--- config.mk ---
export PLATFORM = sky130hd
export DESIGN_NAME = regfile_write_arbiter_flat
export DESIGN_NICKNAME = d
export VERILOG_FILES = /design/src/rtl/regfile_pkg.sv /design/src/rtl/regfile_write_arbiter_if.sv /design/src/rtl/regfile_write_arbiter_rr_arbiter.sv /design/src/rtl/regfile_write_arbiter.sv /design/src/flat_wrapper.sv
export SDC_FILE = /design/constraint.sdc
export NUM_CORES = 1
export LEC_CHECK = 0
export CAP_MARGIN = 30
export CORE_AREA = 3 3 109 111
export CTS_CLUSTER_DIAMETER = 40
export CTS_CLUSTER_SIZE = 40
export DETAILED_ROUTE_END_ITERATION = 10
export DIE_AREA = 0 0 112 114
export MAX_ROUTING_LAYER = met4
export PLACE_DENSITY = 0.86
export SYNTH_ARGS = -nofsm -noshare
export SYNTH_HDL_FRONTEND = slang
export SYNTH_SLANG_ARGS = --single-unit
--- constraint.sdc ---
create_clock -name clk -period 7.1 [get_ports clk]
set_input_delay 0.71 -clock clk [delete_from_list [all_inputs] [get_ports clk]]
set_output_delay 0.71 -clock clk [all_outputs]
set_load 0.005 [all_outputs]
--- src/rtl/regfile_pkg.sv ---
// Shared constants and types for the register-file write path.
package regfile_pkg;

  localparam int REG_ADDR_WIDTH = 5;
  localparam int REG_DATA_WIDTH = 64;
  localparam int NUM_REGS       = 32;
  localparam int ZERO_REG       = 31;

  typedef logic [REG_ADDR_WIDTH-1:0] reg_addr_t;
  typedef logic [REG_DATA_WIDTH-1:0] reg_data_t;

  typedef enum logic {
    IDLE  = 1'b0,
    WRITE = 1'b1
  } wr_state_t;

endpackage

--- src/rtl/regfile_write_arbiter_if.sv ---
// Requester and register-file side signals of the write arbiter.
// Bypass read-forwarding signals exist only when REGFILE_WR_BYPASS_EN is defined.
interface regfile_write_arbiter_if #(
  parameter int NUM_REQ    = 3,
  parameter int DATA_WIDTH = 64,
  parameter int ADDR_WIDTH = 5
);

  logic [NUM_REQ-1:0]            req_valid;
  logic [NUM_REQ*ADDR_WIDTH-1:0] req_addr;
  logic [NUM_REQ*DATA_WIDTH-1:0] req_data;
  logic [NUM_REQ-1:0]            req_ready;
  logic                          rf_ready;
  logic                          rf_wr_en;
  logic [ADDR_WIDTH-1:0]         rf_wr_addr;
  logic [DATA_WIDTH-1:0]         rf_wr_data;
  logic                          busy;
`ifdef REGFILE_WR_BYPASS_EN
  logic [ADDR_WIDTH-1:0]         byp_rd_addr;
  logic                          byp_hit;
  logic [DATA_WIDTH-1:0]         byp_data;
`endif

  modport master (
    output req_valid, req_addr, req_data, rf_ready,
`ifdef REGFILE_WR_BYPASS_EN
    output byp_rd_addr,
    input  byp_hit, byp_data,
`endif
    input  req_ready, rf_wr_en, rf_wr_addr, rf_wr_data, busy
  );

  modport slave (
    input  req_valid, req_addr, req_data, rf_ready,
`ifdef REGFILE_WR_BYPASS_EN
    input  byp_rd_addr,
    output byp_hit, byp_data,
`endif
    output req_ready, rf_wr_en, rf_wr_addr, rf_wr_data, busy
  );

endinterface

--- src/rtl/regfile_write_arbiter_rr_arbiter.sv ---
// Combinational round-robin grant: first requester at or after ptr, searching upward cyclically.
module rr_arbiter #(
  parameter int NUM_REQ = 3,
  parameter int PTR_W   = (NUM_REQ > 1) ? $clog2(NUM_REQ) : 1
) (
  input  logic [NUM_REQ-1:0] req,
  input  logic [PTR_W-1:0]   ptr,
  input  logic               en,
  output logic [NUM_REQ-1:0] grant
);

  always_comb begin
    logic found;
    int   idx;
    grant = '0;
    found = 1'b0;
    idx   = 0;
    for (int k = 0; k < NUM_REQ; k++) begin
      idx = int'(ptr) + k;
      if (idx >= NUM_REQ) idx = idx - NUM_REQ;
      if (en && !found && req[idx]) begin
        grant[idx] = 1'b1;
        found      = 1'b1;
      end
    end
  end

endmodule

--- src/rtl/regfile_write_arbiter.sv ---
// Round-robin arbiter feeding a one-entry write stage for the register file write port.
// Optional read-forwarding outputs are enabled by defining REGFILE_WR_BYPASS_EN.
//
// state | meaning
// IDLE  | stage empty, rf_wr_en low
// WRITE | stage holds a pending write, rf_wr_en high
module regfile_write_arbiter #(
  parameter int NUM_REQ    = 3,
  parameter int DATA_WIDTH = regfile_pkg::REG_DATA_WIDTH,
  parameter int ADDR_WIDTH = regfile_pkg::REG_ADDR_WIDTH,
  parameter int ZERO_REG   = regfile_pkg::ZERO_REG
) (
  input logic                     clk,
  input logic                     reset_n,
  regfile_write_arbiter_if.slave  wr
);
  import regfile_pkg::*;

  localparam int PTR_W = (NUM_REQ > 1) ? $clog2(NUM_REQ) : 1;

  wr_state_t             state;
  logic [PTR_W-1:0]      ptr;
  logic [PTR_W-1:0]      win_idx;
  logic [PTR_W-1:0]      next_ptr;
  logic [NUM_REQ-1:0]    grant;
  logic [ADDR_WIDTH-1:0] win_addr;
  logic [DATA_WIDTH-1:0] win_data;
  logic                  free;
  logic                  xfer;

  assign free = (state == IDLE) | (wr.rf_wr_en & wr.rf_ready);

  rr_arbiter #(.NUM_REQ(NUM_REQ), .PTR_W(PTR_W)) u_rr_arbiter (
    .req   (wr.req_valid),
    .ptr   (ptr),
    .en    (free),
    .grant (grant)
  );

  assign wr.req_ready = grant;
  assign xfer         = |grant;
  assign wr.busy      = (state == WRITE);

  always_comb begin
    win_idx  = '0;
    win_addr = '0;
    win_data = '0;
    for (int i = 0; i < NUM_REQ; i++) begin
      if (grant[i]) begin
        win_idx  = PTR_W'(i);
        win_addr = wr.req_addr[i*ADDR_WIDTH +: ADDR_WIDTH];
        win_data = wr.req_data[i*DATA_WIDTH +: DATA_WIDTH];
      end
    end
  end

  assign next_ptr = (win_idx == PTR_W'(NUM_REQ-1)) ? '0 : win_idx + PTR_W'(1);

  // Zero-register writes are consumed like any other grant but never raise the strobe.
  always_ff @(posedge clk or negedge reset_n) begin
    if (!reset_n) begin
      state         <= IDLE;
      ptr           <= '0;
      wr.rf_wr_en   <= 1'b0;
      wr.rf_wr_addr <= '0;
      wr.rf_wr_data <= '0;
    end else if (xfer) begin
      ptr           <= next_ptr;
      wr.rf_wr_addr <= win_addr;
      wr.rf_wr_data <= win_data;
      if (win_addr == ADDR_WIDTH'(ZERO_REG)) begin
        state       <= IDLE;
        wr.rf_wr_en <= 1'b0;
      end else begin
        state       <= WRITE;
        wr.rf_wr_en <= 1'b1;
      end
    end else if (state == WRITE && wr.rf_ready) begin
      state       <= IDLE;
      wr.rf_wr_en <= 1'b0;
    end
  end

`ifdef REGFILE_WR_BYPASS_EN
  assign wr.byp_hit  = (state == WRITE) & (wr.rf_wr_addr == wr.byp_rd_addr);
  assign wr.byp_data = wr.rf_wr_data;
`endif

`ifndef SYNTHESIS
  for (genvar g = 0; g < NUM_REQ; g++) begin : g_req_hold
    a_req_hold : assert property (@(posedge clk) disable iff (!reset_n)
      (wr.req_valid[g] && !wr.req_ready[g]) |=>
        (wr.req_valid[g] &&
         $stable(wr.req_addr[g*ADDR_WIDTH +: ADDR_WIDTH]) &&
         $stable(wr.req_data[g*DATA_WIDTH +: DATA_WIDTH])));
  end
`endif

endmodule

--- src/flat_wrapper.sv ---
// flat-port wrapper written by rule: the top's interface ports become plain ports
module regfile_write_arbiter_flat import regfile_pkg::*;
#(
  parameter int NUM_REQ    = 3,
  parameter int DATA_WIDTH = regfile_pkg::REG_DATA_WIDTH,
  parameter int ADDR_WIDTH = regfile_pkg::REG_ADDR_WIDTH,
  parameter int ZERO_REG   = regfile_pkg::ZERO_REG
)
  (clk, reset_n, wr_req_valid, wr_req_addr, wr_req_data, wr_rf_ready, wr_req_ready, wr_rf_wr_en, wr_rf_wr_addr, wr_rf_wr_data, wr_busy);
  regfile_write_arbiter_if #(.NUM_REQ(NUM_REQ), .DATA_WIDTH(DATA_WIDTH), .ADDR_WIDTH(ADDR_WIDTH)) wr_i ();
  input logic clk;
  input logic reset_n;
  input wire logic [$bits(wr_i.req_valid)-1:0] wr_req_valid;
  input wire logic [$bits(wr_i.req_addr)-1:0] wr_req_addr;
  input wire logic [$bits(wr_i.req_data)-1:0] wr_req_data;
  input wire logic [$bits(wr_i.rf_ready)-1:0] wr_rf_ready;
  output wire logic [$bits(wr_i.req_ready)-1:0] wr_req_ready;
  output wire logic [$bits(wr_i.rf_wr_en)-1:0] wr_rf_wr_en;
  output wire logic [$bits(wr_i.rf_wr_addr)-1:0] wr_rf_wr_addr;
  output wire logic [$bits(wr_i.rf_wr_data)-1:0] wr_rf_wr_data;
  output wire logic [$bits(wr_i.busy)-1:0] wr_busy;
  assign wr_i.req_valid = wr_req_valid;
  assign wr_i.req_addr = wr_req_addr;
  assign wr_i.req_data = wr_req_data;
  assign wr_i.rf_ready = wr_rf_ready;
  assign wr_req_ready = wr_i.req_ready;
  assign wr_rf_wr_en = wr_i.rf_wr_en;
  assign wr_rf_wr_addr = wr_i.rf_wr_addr;
  assign wr_rf_wr_data = wr_i.rf_wr_data;
  assign wr_busy = wr_i.busy;
  regfile_write_arbiter #(.NUM_REQ(NUM_REQ), .DATA_WIDTH(DATA_WIDTH), .ADDR_WIDTH(ADDR_WIDTH), .ZERO_REG(ZERO_REG)) u_core (.clk(clk), .reset_n(reset_n), .wr(wr_i));
endmodule
# == After elaboration in Yosys (flattened, before gate mapping) ==
# Cells that the tools add are included.
# op_classes
magnitude_cmp,9
n_div,0
add_sub_neg,6
n_eq_ne,2
n_mul,0
n_reduce_logical,13
n_bitwise,5
shift,0
muxes,35
# op_table
cell,count
two-way mux 64 bit,3
">= comparator 32 x 1 -> 1 bit, second input constant",3
"< comparator 32 x 4 -> 1 bit, second input constant",3
two-way mux 32 bit,3
two-way mux 1 bit,15
two-way mux 5 bit,3
logical AND 1 bit,9
two-way mux 3 bit,3
"subtractor 3 x 2 -> 4 bit, second input constant",2
binary-select mux 1 bit (select 2 bit),3
demux 1 bit (select 2 bit),3
">= comparator 3 x 2 -> 1 bit, second input constant",2
bitwise OR 3 bit,2
"equality test 5 bit, second input constant",1
two-way mux 2 bit,2
"adder 2 x 1 -> 3 bit, second input constant",1
"adder 2 x 2 -> 3 bit, second input constant",1
OR reduction 3 bit,1
"subtractor 2 x 2 -> 3 bit, second input constant",1
"adder 2 x 1 -> 2 bit, second input constant",1
"equality test 2 bit, second input constant",1
">= comparator 2 bit, second input constant",1
zero test 1 bit,2
nonzero test 2 bit,1
3 further kinds,3
# word_totals
ramBits,0
romBits,0
elab_cells,74
register_bits,72
in_bits,213
out_inout_bits,74
memories,0
latch_bits,0

# == Logic depth before layout (Yosys ltp) ==
# Gate-level depths: netlist (run 1).
# depth
word_depth,21
depth_mapped,14
ltp_nobuf,10

# == By module ==
# From an unflattened synthesis (run 1), not the netlist that was laid out.
# hier_totals
cells_unflattened,371
hier_area_um2,3664.8
# modules_own_cells
mod,cells_each,n_inst,seq_area_each_um2,area_each_um2
regfile_write_arbiter,336,1,1801.7,3413.3
rr_arbiter,35,1,0.0,251.5

# == Least setup slack after synthesis (run 1) ==
# No wires, ideal clock.
# synth_path
path_type,reg-to-output
from,reg u_core.ptr[0]
to,out wr_req_ready[2]
path_slack_ns,4.269
n_path_buf,4
arrival_time_ns,2.121
required_ns,6.390
stages_incl_launch_ff,11
path_cell_list,dfrtp_1 inv_1 ha_1 clkbuf_1 inv_1 o211a_1 or3_1 buf_2 inv_2 buf_2 buf_2
# synth_between
elab_chain_cells,15
word_cells_on_any_way,49
classes_between,add/sub (5); order compare (9); mux (23); bitwise (2); reduce/logical (10)
# synth_lines
item,line_no,rtl
from (decl),regfile_write_arbiter.sv:22,logic [PTR_W-1:0] ptr;
from (signal assigned),regfile_write_arbiter.sv:68,ptr <= next_ptr;
branches (longest 14 deep; another with >= comparator 32 x 1 -> 1 bit),n/a,
two-way mux 3 bit (*),regfile_write_arbiter_rr_arbiter.sv:21,if (en && !found && req[idx]) begin
to (decl),flat_wrapper.sv:17,output wire logic [$bits(wr_i.req_ready)-1:0] wr_req_ready;
# Mark *: on every way between the ends. The select of a mux whose other input is x is not followed.

# == Worst setup path after layout (run 1) ==
# layout_path
from,reg u_core.ptr[0]
to,out wr_req_ready[0]
# The elaborated chain is that of the path after synthesis.

==> run summary, run 1 <==
Aggregate routed wire length: 16990 um
CP cell instances: inv_1 -> ha_1 -> nor4bb_1 -> a31o_2 -> nand3_1 -> a31oi_4 -> buf_4 -> clkdlybuf4s50_1
Critical path fanouts, max: 37
Worst reg2reg path endpoint: u_core.wr.rf_wr_data[8]
Sw Pwr: 1349 uW
Avg Cell Area, Syn: 7.392 um^2
Core footprint: 10890 um^2
Combinational share of power: 66.2%
Final Max Slew Viols: 0
Final clock period utilization by the worst path: 62.32%
TritonCTS clock tree: done
Finished Core Util: 66.61%
Vias in the first global route: 5327
FF+latch count, synth: 72
Worst r2r path cells: 11
Clk pin slew, worst setup/hold paths: 0.07 ns
Unrepaired setup endpoints after global routing: false
Area contributors post-synth: dfrtp_1, nor2_1, a21oi_1
Root Buffer: clkbuf_8
Cts bufs inserted: 9
Post-Syn Instances: 576
Outcome: complete, no violations
Fin. Hold Viols: 0
Clock Power Share: 8.9%
Vias per cell: 5.436
Count leader, synth: nor2_1
Min-delay src: u_core.wr.rf_wr_data[36]
GR peak layer: met2
Leak pwr: 0.002930 uW
Layout cells sized above 1: 3.473%
Max Freq: 226.0 MHz
Layout Skew: 0.008703 ns
Pre-antenna DRT Iters: 5
Initial Utilization: 39.11%
Max Cap Viol: 0
P&R area growth vs syn: 70.32%
Placed insts: 961
Hold-fix buffers, CTS: 0
Reg2Reg Launch Point: u_core.ptr[0]
Overall Power: 3023 uW
Via count: 5300
Library cells used by synthesis: 44
Met3 usage: 5.464%
Register share of total power: 25.0%
Slew HR: 39.81%
Antenna Nets Post-Route: 0
Initial antenna violation count: 0
VDD IR max: 222.9 uV
# Post-CTS Setup Buffers: 0
Non-filler cells, final: 975
# DRC: 0
Syn nets: 793
Antenna diodes: 0
Min Tclk post-route: 4.425 ns
Net count, final: 1050
First-pass GRT wire length: 25990 um
Crit Path Category: register to primary output
I/O Pins: 287
Post-synth top cells: nor2_1, a21oi_1, dfrtp_1
Reg area: 1802 um^2
Final setup TNS: 0 ns
Post-synth ARST share: 100.0%
Crit. path cell count: 8
# setup viols final: 0
Die area: 12770 um^2
Worst Hold Depth: 2
Critical-path top delay cell: a31oi_4
Die Y: 114 um
Filler cell count in the final layout: 895
Sequential area share after synthesis: 42.32%
Post-cts sizing count: 0
Class of the worst hold path: register to register
Sw Share: 44.63%
R2R Setup Slk: 3.30 ns
Worst setup SP type: register
Die W: 112 um
Wire length per cell: 17.43 um
Yosys top cell by area: dfrtp_1
# rows: 38
Req. time, crit path: 6.39 ns
Worst-Margin Slew: 0.9028 ns
Power Density: 416.9 nW/um^2
Clock Tree Buf Depth: 2
Congestion Overflow GR: 0
Gpl congestion: 0.9529
Buffers plus inverters on the worst setup path: 3
Syn. warnings: 0
Top delay family on crit path: buffers and inverters
Setup crit end kind: primary output
Synth top area share: 42.32%
Worst Hold End: u_core.wr.rf_wr_data[36]
Clk_lat worst skew: 0.35 ns
GR Layer Usage met2: 44.84%
Drt initial violations: 304
M1 GR Usage: 29.18%
CTS Sinks: 72
Post-synth top flop: dfrtp_1
# port buffers: 286
Dpl hpwl: 12410 um
Pin count of the biggest net entering global routing: 73
Multi-input gate area: 2181 um^2
P_int: 1674 uW
Cell Area, Synth: 4258 um^2
Total GRT Usage: 26.09%
Crit path largest cell delay: 0.68 ns
Arr. time, crit path: 3.72 ns
Post-synth EDFFs: 0
H-tree depth: 3
-- sequential cells by signal (all words and copies together), names as in the netlist --
register              cells
u_core.wr.rf_wr_data     64
u_core.wr.rf_wr_addr      5
u_core.ptr                2
u_core.wr.rf_wr_en        1
-- how the worst max path moves through the flow --
stage	to	slack [ns]	start
2_1_floorplan	wr_req_ready[2]	4.27	u_core.ptr[0]
3_3_place_gp	u_core.wr.rf_wr_addr[4]	2.71	wr_req_valid[2]
3_5_place_dp	u_core.wr.rf_wr_data[19]	2.58	wr_req_valid[2]
4_1_cts	wr_req_ready[0]	2.65	u_core.ptr[0]
5_1_grt	wr_req_ready[0]	2.53	u_core.ptr[0]
6_report	wr_req_ready[0]	2.67	u_core.ptr[0]
-- cell families after synthesis --
logic type / after synthesis / synth area share, %
buffers and inverters: 54 / 6.788
DFF: 72 / 42.32
and+or+nand+nor: 277 / 25.74
adders and majority gates: 4 / 1.175
AOI/OAI and AO/OA: 165 / 22.92
muxes: 4 / 1.058
-- through the flow --
step                      hold slack [ns]  cell area, um^2  setup slack [ns]
after global routing               0.5094             7252             2.535
after detailed placement           0.4733             7089             2.575
after floorplan                    0.4144             4258             4.269
after CTS                          0.4902             7232             2.653
after global placement             0.4631             7089             2.710
final                              0.4846             7252             2.675
-- layout make-up --
cell class,instances,share of cell area (%)
inverter,7,0.3623
tap,140,2.415
clock buffer,12,1.863
multi-input combinational,450,30.07
clock inverter,1,0.1035
timing repair buffer,293,40.34
sequential,72,24.84
-- power groups by stage --
stage | logic [uW] | registers (uW) | clock network [uW]
after CTS | 1980 | 754 | 277
final | 2000 | 755 | 268
after detailed placement | 1970 | 762 | 0
after floorplan | 1180 | 761 | 0
after global placement | 1890 | 750 | 0
after global routing | 2180 | 778 | 294
-- worst min-delay path, stage by stage, from the launching register on --
cell and delay [ns]:
dfrtp_1 0.34, nand2_1 0.05, o21ai_1 0.06
-- cell usage in the layout (no fill, tap or decap), drive strengths merged --
cell,count
a211o,2
nor4bb,1
o31ai,1
o21a,2
clkdlybuf4s50,285
clkinvlp,1
nor2,223
and2,3
and3b,1
o211a,1
a2bb2oi,1
inv,7
ha,4
mux2,1
a21o,3
buf,8
nand2,34
o21ai,14
a2111oi,1
dfrtp,72
nor2b,2
nand2b,2
a31o,1
a32oi,1
a21oi,76
nand3,3
nand3b,1
nor3,3
o22ai,54
clkbuf,12
nor3b,1
a31oi,3
nand4,1
a211oi,2
o211ai,1
or3,2
a311oi,2
mux2i,3
-- layer usage --
layer / wire length [um] / vias up / part of all wire [%]
met5: 0 / - / 0
met4: 627 / 0 / 3.7
met3: 1505 / 48 / 8.9
met2: 8548 / 332 / 50
met1: 6309 / 2458 / 37
li1: - / 2462 / -
Note: power is estimated with default switching activity, not from simulation.
==> run 2, diff against run 1 <==
CORE_AREA = 3 3 113 115   (was 3 3 109 111)
DIE_AREA = 0 0 116 118   (was 0 0 112 114)
PLACE_DENSITY = 0.8   (was 0.86)
clock period = 4.3 ns   (was 7.1 ns; I/O delays follow)
==> run 2 against run 1 <==
  * Worst setup slack got worse by 2.0 ns
  * Register-to-register slack got worse by 2.4 ns
  * Sequential power increased by 63%
==> run summary, run 2 (synthesis results as in run 1) <==
Outcome: complete, no violations
Net count, final: 1053
Critical path fanouts, max: 18
Reg area: 1802 um^2
Vias per cell: 5.079
Biggest register: u_core.wr.rf_wr_data
Slew HR: 44.94%
Setup crit end kind: primary output
Worst-Margin Slew: 0.8051 ns
M1 GR Usage: 26.86%
Final clock period utilization by the worst path: 84.84%
# DRC: 0
# Post-CTS Setup Buffers: 0
First-pass GRT wire length: 24420 um
Initial antenna violation count: 1
Total GRT Usage: 23.43%
Power Density: 708.6 nW/um^2
GR Layer Usage met2: 39.57%
Unrepaired setup endpoints after global routing: false
# rows: 40
Fin. Hold Viols: 0
Class of the worst hold path: input port to asynchronous set/reset pin
Max FFs per register: 64
# port buffers: 286
Critical-path top delay cell: a2111oi_0
Origin of the worst setup path: u_core.ptr[0]
Vias in the first global route: 4744
Post-cts sizing count: 0
TritonCTS clock tree: done
Final setup TNS: 0 ns
Drt initial violations: 268
CP cell instances: inv_1 -> ha_1 -> a21o_1 -> a2111oi_0 -> o21ai_4 -> inv_2 -> clkdlybuf4s50_1
Clock Tree Buf Depth: 2
Biggest regs: u_core.wr.rf_wr_data: 64 flops, u_core.wr.rf_wr_addr: 5 flops, u_core.ptr: 2 flops
Hold-fix buffers, CTS: 0
Die Y: 118 um
Congestion Overflow GR: 0
Aggregate routed wire length: 16410 um
CTS Sinks: 72
Max Cap Viol: 0
Pin count of the biggest net entering global routing: 73
Min Tclk post-route: 3.648 ns
GR peak layer: met2
Final non-filler cell area: 7465 um^2
Die W: 116 um
Gpl congestion: 0.8681
I/O Pins: 287
Crit Path Category: register to primary output
Dpl hpwl: 11920 um
Reg2Reg Launch Point: u_core.ptr[0]
Root Buffer: clkbuf_16
VDD IR max: 524.5 uV
Wire length per cell: 16.59 um
# setup viols final: 0
Leak pwr: 0.003026 uW
Most frequent cells in the layout: clkdlybuf4s50_1, nor2_1, a21oi_1
Clk_lat worst skew: 0.33 ns
Req. time, crit path: 3.87 ns
Layout cells sized above 1: 4.400%
Crit path largest cell delay: 0.74 ns
Final Max Slew Viols: 0
Commonest non-fill, non-tap cell in the layout: clkdlybuf4s50_1
Cts bufs inserted: 9
Via count: 5023
Antenna Nets Post-Route: 0
Multi-input gate area: 2181 um^2
Initial Utilization: 35.75%
Layout Skew: 0.007930 ns
Pre-antenna DRT Iters: 6
Core footprint: 11910 um^2
Post-placement cell area: 7146 um^2
P&R area growth vs syn: 75.32%
Worst setup SP type: register
Clk pin slew, worst setup/hold paths: 0.06 ns
Arr. time, crit path: 3.22 ns
Die area: 13690 um^2
Max Freq: 274.1 MHz
Met3 usage: 5.810%
Filler cell count in the final layout: 1101
H-tree depth: 3
## run 2: changes by cell type in the layout (fill, tap and decap cells not counted)
cell,before,now
clkbuf_1,3,1
buf_12,1,2
buf_16,0,1
bufinv_16,0,1
clkinv_2,0,3
clkbuf_8,9,0
diode_2,0,1
buf_4,7,8
clkbuf_16,0,9
clkinvlp_4,1,2
## run 2: report_power, final
part	leakage, uW	internal [uW]	total (uW)	switching [uW]
clock	0.000138	446	728	282
sequential	0.000813	1050	1230	178
combinational	0.00207	1540	3330	1790
## run 2: layout make-up
class / instances / area share (%)
multi-input cells: 450 / 29.22
inverters: 7 / 0.3520
flip-flops and latches: 72 / 24.14
clock inverters: 6 / 0.8046
clock buffers: 10 / 3.067
well taps: 147 / 2.464
repair buffers: 296 / 39.93
diodes: 1 / 0.03352
## run 2: through the flow
step	util [%]	setup WS, ns	instances	total power [uW]	hold slack [ns]
global placement	59.99	0.9730	971	4508	0.4555
global route	62.67	0.4835	989	5732	0.1239
detailed placement	59.99	0.8737	971	4602	0.4666
CTS	62.42	0.6237	987	5342	0.2774
finish	62.67	0.6520	989	5289	0.1073
floorplan	-	1.743	576	3201	0.1344
## run 2: critical path, delay by kind of cell (launching register included)
kind / cells / cell delay (ns)
buffers and inverters: 3 / 1.00
flip-flops: 1 / 0.40
AO/OA/AOI/OAI: 3 / 1.06
adder cells (fa/ha/maj): 1 / 0.43
## run 2: path summary, 6_finish.rpt
path	end	slack (ns)	cells after the start
max	wr_req_ready[1]	0.65	7
min reg2reg	u_core.wr.rf_wr_data[29]	0.48	2
max reg2reg	u_core.wr.rf_wr_data[42]	0.94	11
min	u_core.wr.rf_wr_data[46]	0.11	2
min in group clk	u_core.wr.rf_wr_data[29]	0.48	2
max in group asynchronous	u_core.wr.rf_wr_data[24]	3.89	2
## run 2: routing by layer
layer	vias to the layer above	share of wire, %
met5	-	0
met4	0	2.4
met3	30	8.6
met2	227	49
met1	2296	40
li1	2470	-
==> run 3, diff against run 2 <==
CORE_AREA = 3 3 118 120   (was 3 3 113 115)
DIE_AREA = 0 0 121 123   (was 0 0 116 118)
PLACE_DENSITY = 0.77   (was 0.8)
clock period = 3.2 ns   (was 4.3 ns; I/O delays follow)
==> run 3 against run 2 <==
  * Die area is 8.7% higher
  * Cell area is 1.2% higher
  * Flip-flop and latch count stayed put
  * Critical path type unchanged
  * Clock skew is 0.00090 ns higher
  * Worst setup slack worse by 0.53 ns
  * Critical endpoint is now wr_req_ready[2]
  * Sequential share of layout area is 0.30 points lower
  * Core utilization is 4.9 points lower
  * Sequential power is 35% higher
  * Total power is 35% higher
  * Routed wire length is 1.4% lower
  * Critical path depth is 1 higher
==> run summary, run 3 (synthesis results as in run 1) <==
Initial Utilization: 32.54%
Post-placement cell area: 7227 um^2
Critical-path top delay cell: clkdlybuf4s50_1
# rows: 42
Layout cells sized above 1: 5.647%
Max FFs per register: 64
Die Y: 123 um
Congestion Overflow GR: 0
Aggregate routed wire length: 16180 um
Core footprint: 13090 um^2
Clock Tree Buf Depth: 2
Final clock period utilization by the worst path: 96.15%
Total GRT Usage: 21.28%
Max Freq: 325.0 MHz
Most frequent cells in the layout: clkdlybuf4s50_1, nor2_1, a21oi_1
Final non-filler cell area: 7557 um^2
Antenna Nets Post-Route: 0
CTS Sinks: 72
Commonest non-fill, non-tap cell in the layout: clkdlybuf4s50_1
R2R Setup Slk: 0.28 ns
Vias per cell: 4.876
Min Tclk post-route: 3.077 ns
Power Density: 946.2 nW/um^2
TritonCTS clock tree: done
GR peak layer: met2
Max Cap Viol: 0
Pre-antenna DRT Iters: 4
Biggest regs: u_core.wr.rf_wr_data: 64 flops, u_core.wr.rf_wr_addr: 5 flops, u_core.ptr: 2 flops
Class of the worst hold path: input port to asynchronous set/reset pin
Die area: 14880 um^2
Fin. Hold Viols: 0
VDD IR max: 553.5 uV
# setup viols final: 0
Outcome: complete, no violations
Pin count of the biggest net entering global routing: 73
Dpl hpwl: 11950 um
Via count: 5003
Setup crit end kind: primary output
Finished Core Util: 57.75%
Filler cell count in the final layout: 1199
Met3 usage: 4.849%
Worst r2r path cells: 11
Initial antenna violation count: 0
M1 GR Usage: 25.70%
Crit Path Category: register to primary output
First-pass GRT wire length: 24590 um
Worst-Margin Slew: 0.9014 ns
Worst setup SP type: register
# DRC: 0
Crit path largest cell delay: 0.55 ns
I/O Pins: 287
Reg2Reg Launch Point: u_core.ptr[1]
Layout Skew: 0.008831 ns
Buffers plus inverters on the worst setup path: 3
# port buffers: 286
Drt initial violations: 187
Antenna diodes: 0
Clk_lat worst skew: 0.32 ns
Critical path fanouts, max: 9
Final worst slack: 0.1230 ns
Slew HR: 39.91%
Net count, final: 1062
Die W: 121 um
GR Layer Usage met2: 35.92%
DP Worst Slack: 0.2284 ns
Root Buffer: clkbuf_16
P&R area growth vs syn: 77.49%
Wire length per cell: 15.77 um
CP cell instances: inv_1 -> ha_4 -> nand2b_1 -> a31oi_1 -> o211a_1 -> or3_2 -> inv_2 -> clkdlybuf4s50_1
Worst reg2reg path endpoint: u_core.wr.rf_wr_data[7]
Vias in the first global route: 4804
Clk pin slew, worst setup/hold paths: 0.06 ns
Worst Hold Margin: 0.1208 ns
Gpl congestion: 0.8499
Overall Power: 7151 uW
Biggest register: u_core.wr.rf_wr_data
Top delay family on crit path: buffers and inverters
Leak pwr: 0.003061 uW
H-tree depth: 3
Cts bufs inserted: 9
Req. time, crit path: 2.88 ns
Final Max Slew Viols: 0
Arr. time, crit path: 2.76 ns
[run 3: cell types whose count changed in the layout (fill, tap and decap cells not counted), sizes merged]
cell	change
clkinv	+1
buf	+9
clkinvlp	-2
clkbuf	+2
diode	-1
bufinv	-1
[run 3: repair_timing]
item / 4_1_cts / 5_1_grt
hold buffers: 0 / 0
pin swaps: 0 / 1
resized for setup: 2 / 5
endpoints found under the setup margin: 1 / 4
buffers inserted: 0 / 4
[run 3: stage by stage]
| stage | cells | TNS (ns) |
|---|---|---|
| 6_report | 1026 | 0 |
| 5_1_grt | 1026 | -0.002357 |
| 4_1_cts | 1022 | 0 |
| 3_5_place_dp | 1006 | 0 |
| 3_3_place_gp | 1006 | 0 |
| 2_1_floorplan | 576 | 0 |
[run 3: worst register-to-register path, cell delays in order, from the launching register on]
cell and delay (ns):
dfrtp_1 0.42, inv_1 0.15, ha_4 0.21, mux2_4 0.32, a211oi_2 0.21, a211o_2 0.15, a31oi_4 0.14, buf_4 0.19
or3_2 0.48, buf_4 0.25, o22ai_1 0.24, nor2_1 0.05
[run 3: per-layer routing]
layer  wire (um)  share of wire [%]
met2        7764                 48
met1        6875                 42
met4         285                1.8
met3        1253                7.7
met5           0                  0
[run 3: power breakdown]
group / internal, uW / switching [uW]
registers: 1410 / 249
clock network: 540 / 357
logic: 2160 / 2430
[run 3: area by class of cell]
class	count	area (um^2)	share of cell area, %
timing repair buffer	305	3028	40.07
sequential	72	1802	23.84
tap	176	220.2	2.914
multi-input combinational	450	2212	29.27
clock inverter	4	20.02	0.2649
clock buffer	12	246.5	3.262
inverter	7	28.78	0.3808
[run 3: worst max path at each step]
| stage | from | endpoint | slack [ns] | cells past startpoint |
|---|---|---|---|---|
| after global routing | u_core.ptr[0] | wr_req_ready[2] | -0.002 | 8 |
| after CTS | u_core.ptr[0] | wr_req_ready[1] | 0.008 | 8 |
| final | u_core.ptr[1] | wr_req_ready[2] | 0.12 | 8 |
| after detailed placement | u_core.ptr[0] | u_core.wr.rf_wr_data[16] | 0.23 | 12 |
| after global placement | u_core.ptr[0] | wr_req_ready[1] | 0.29 | 8 |
| after floorplan | u_core.ptr[0] | u_core.wr.rf_wr_data[13] | 0.64 | 12 |
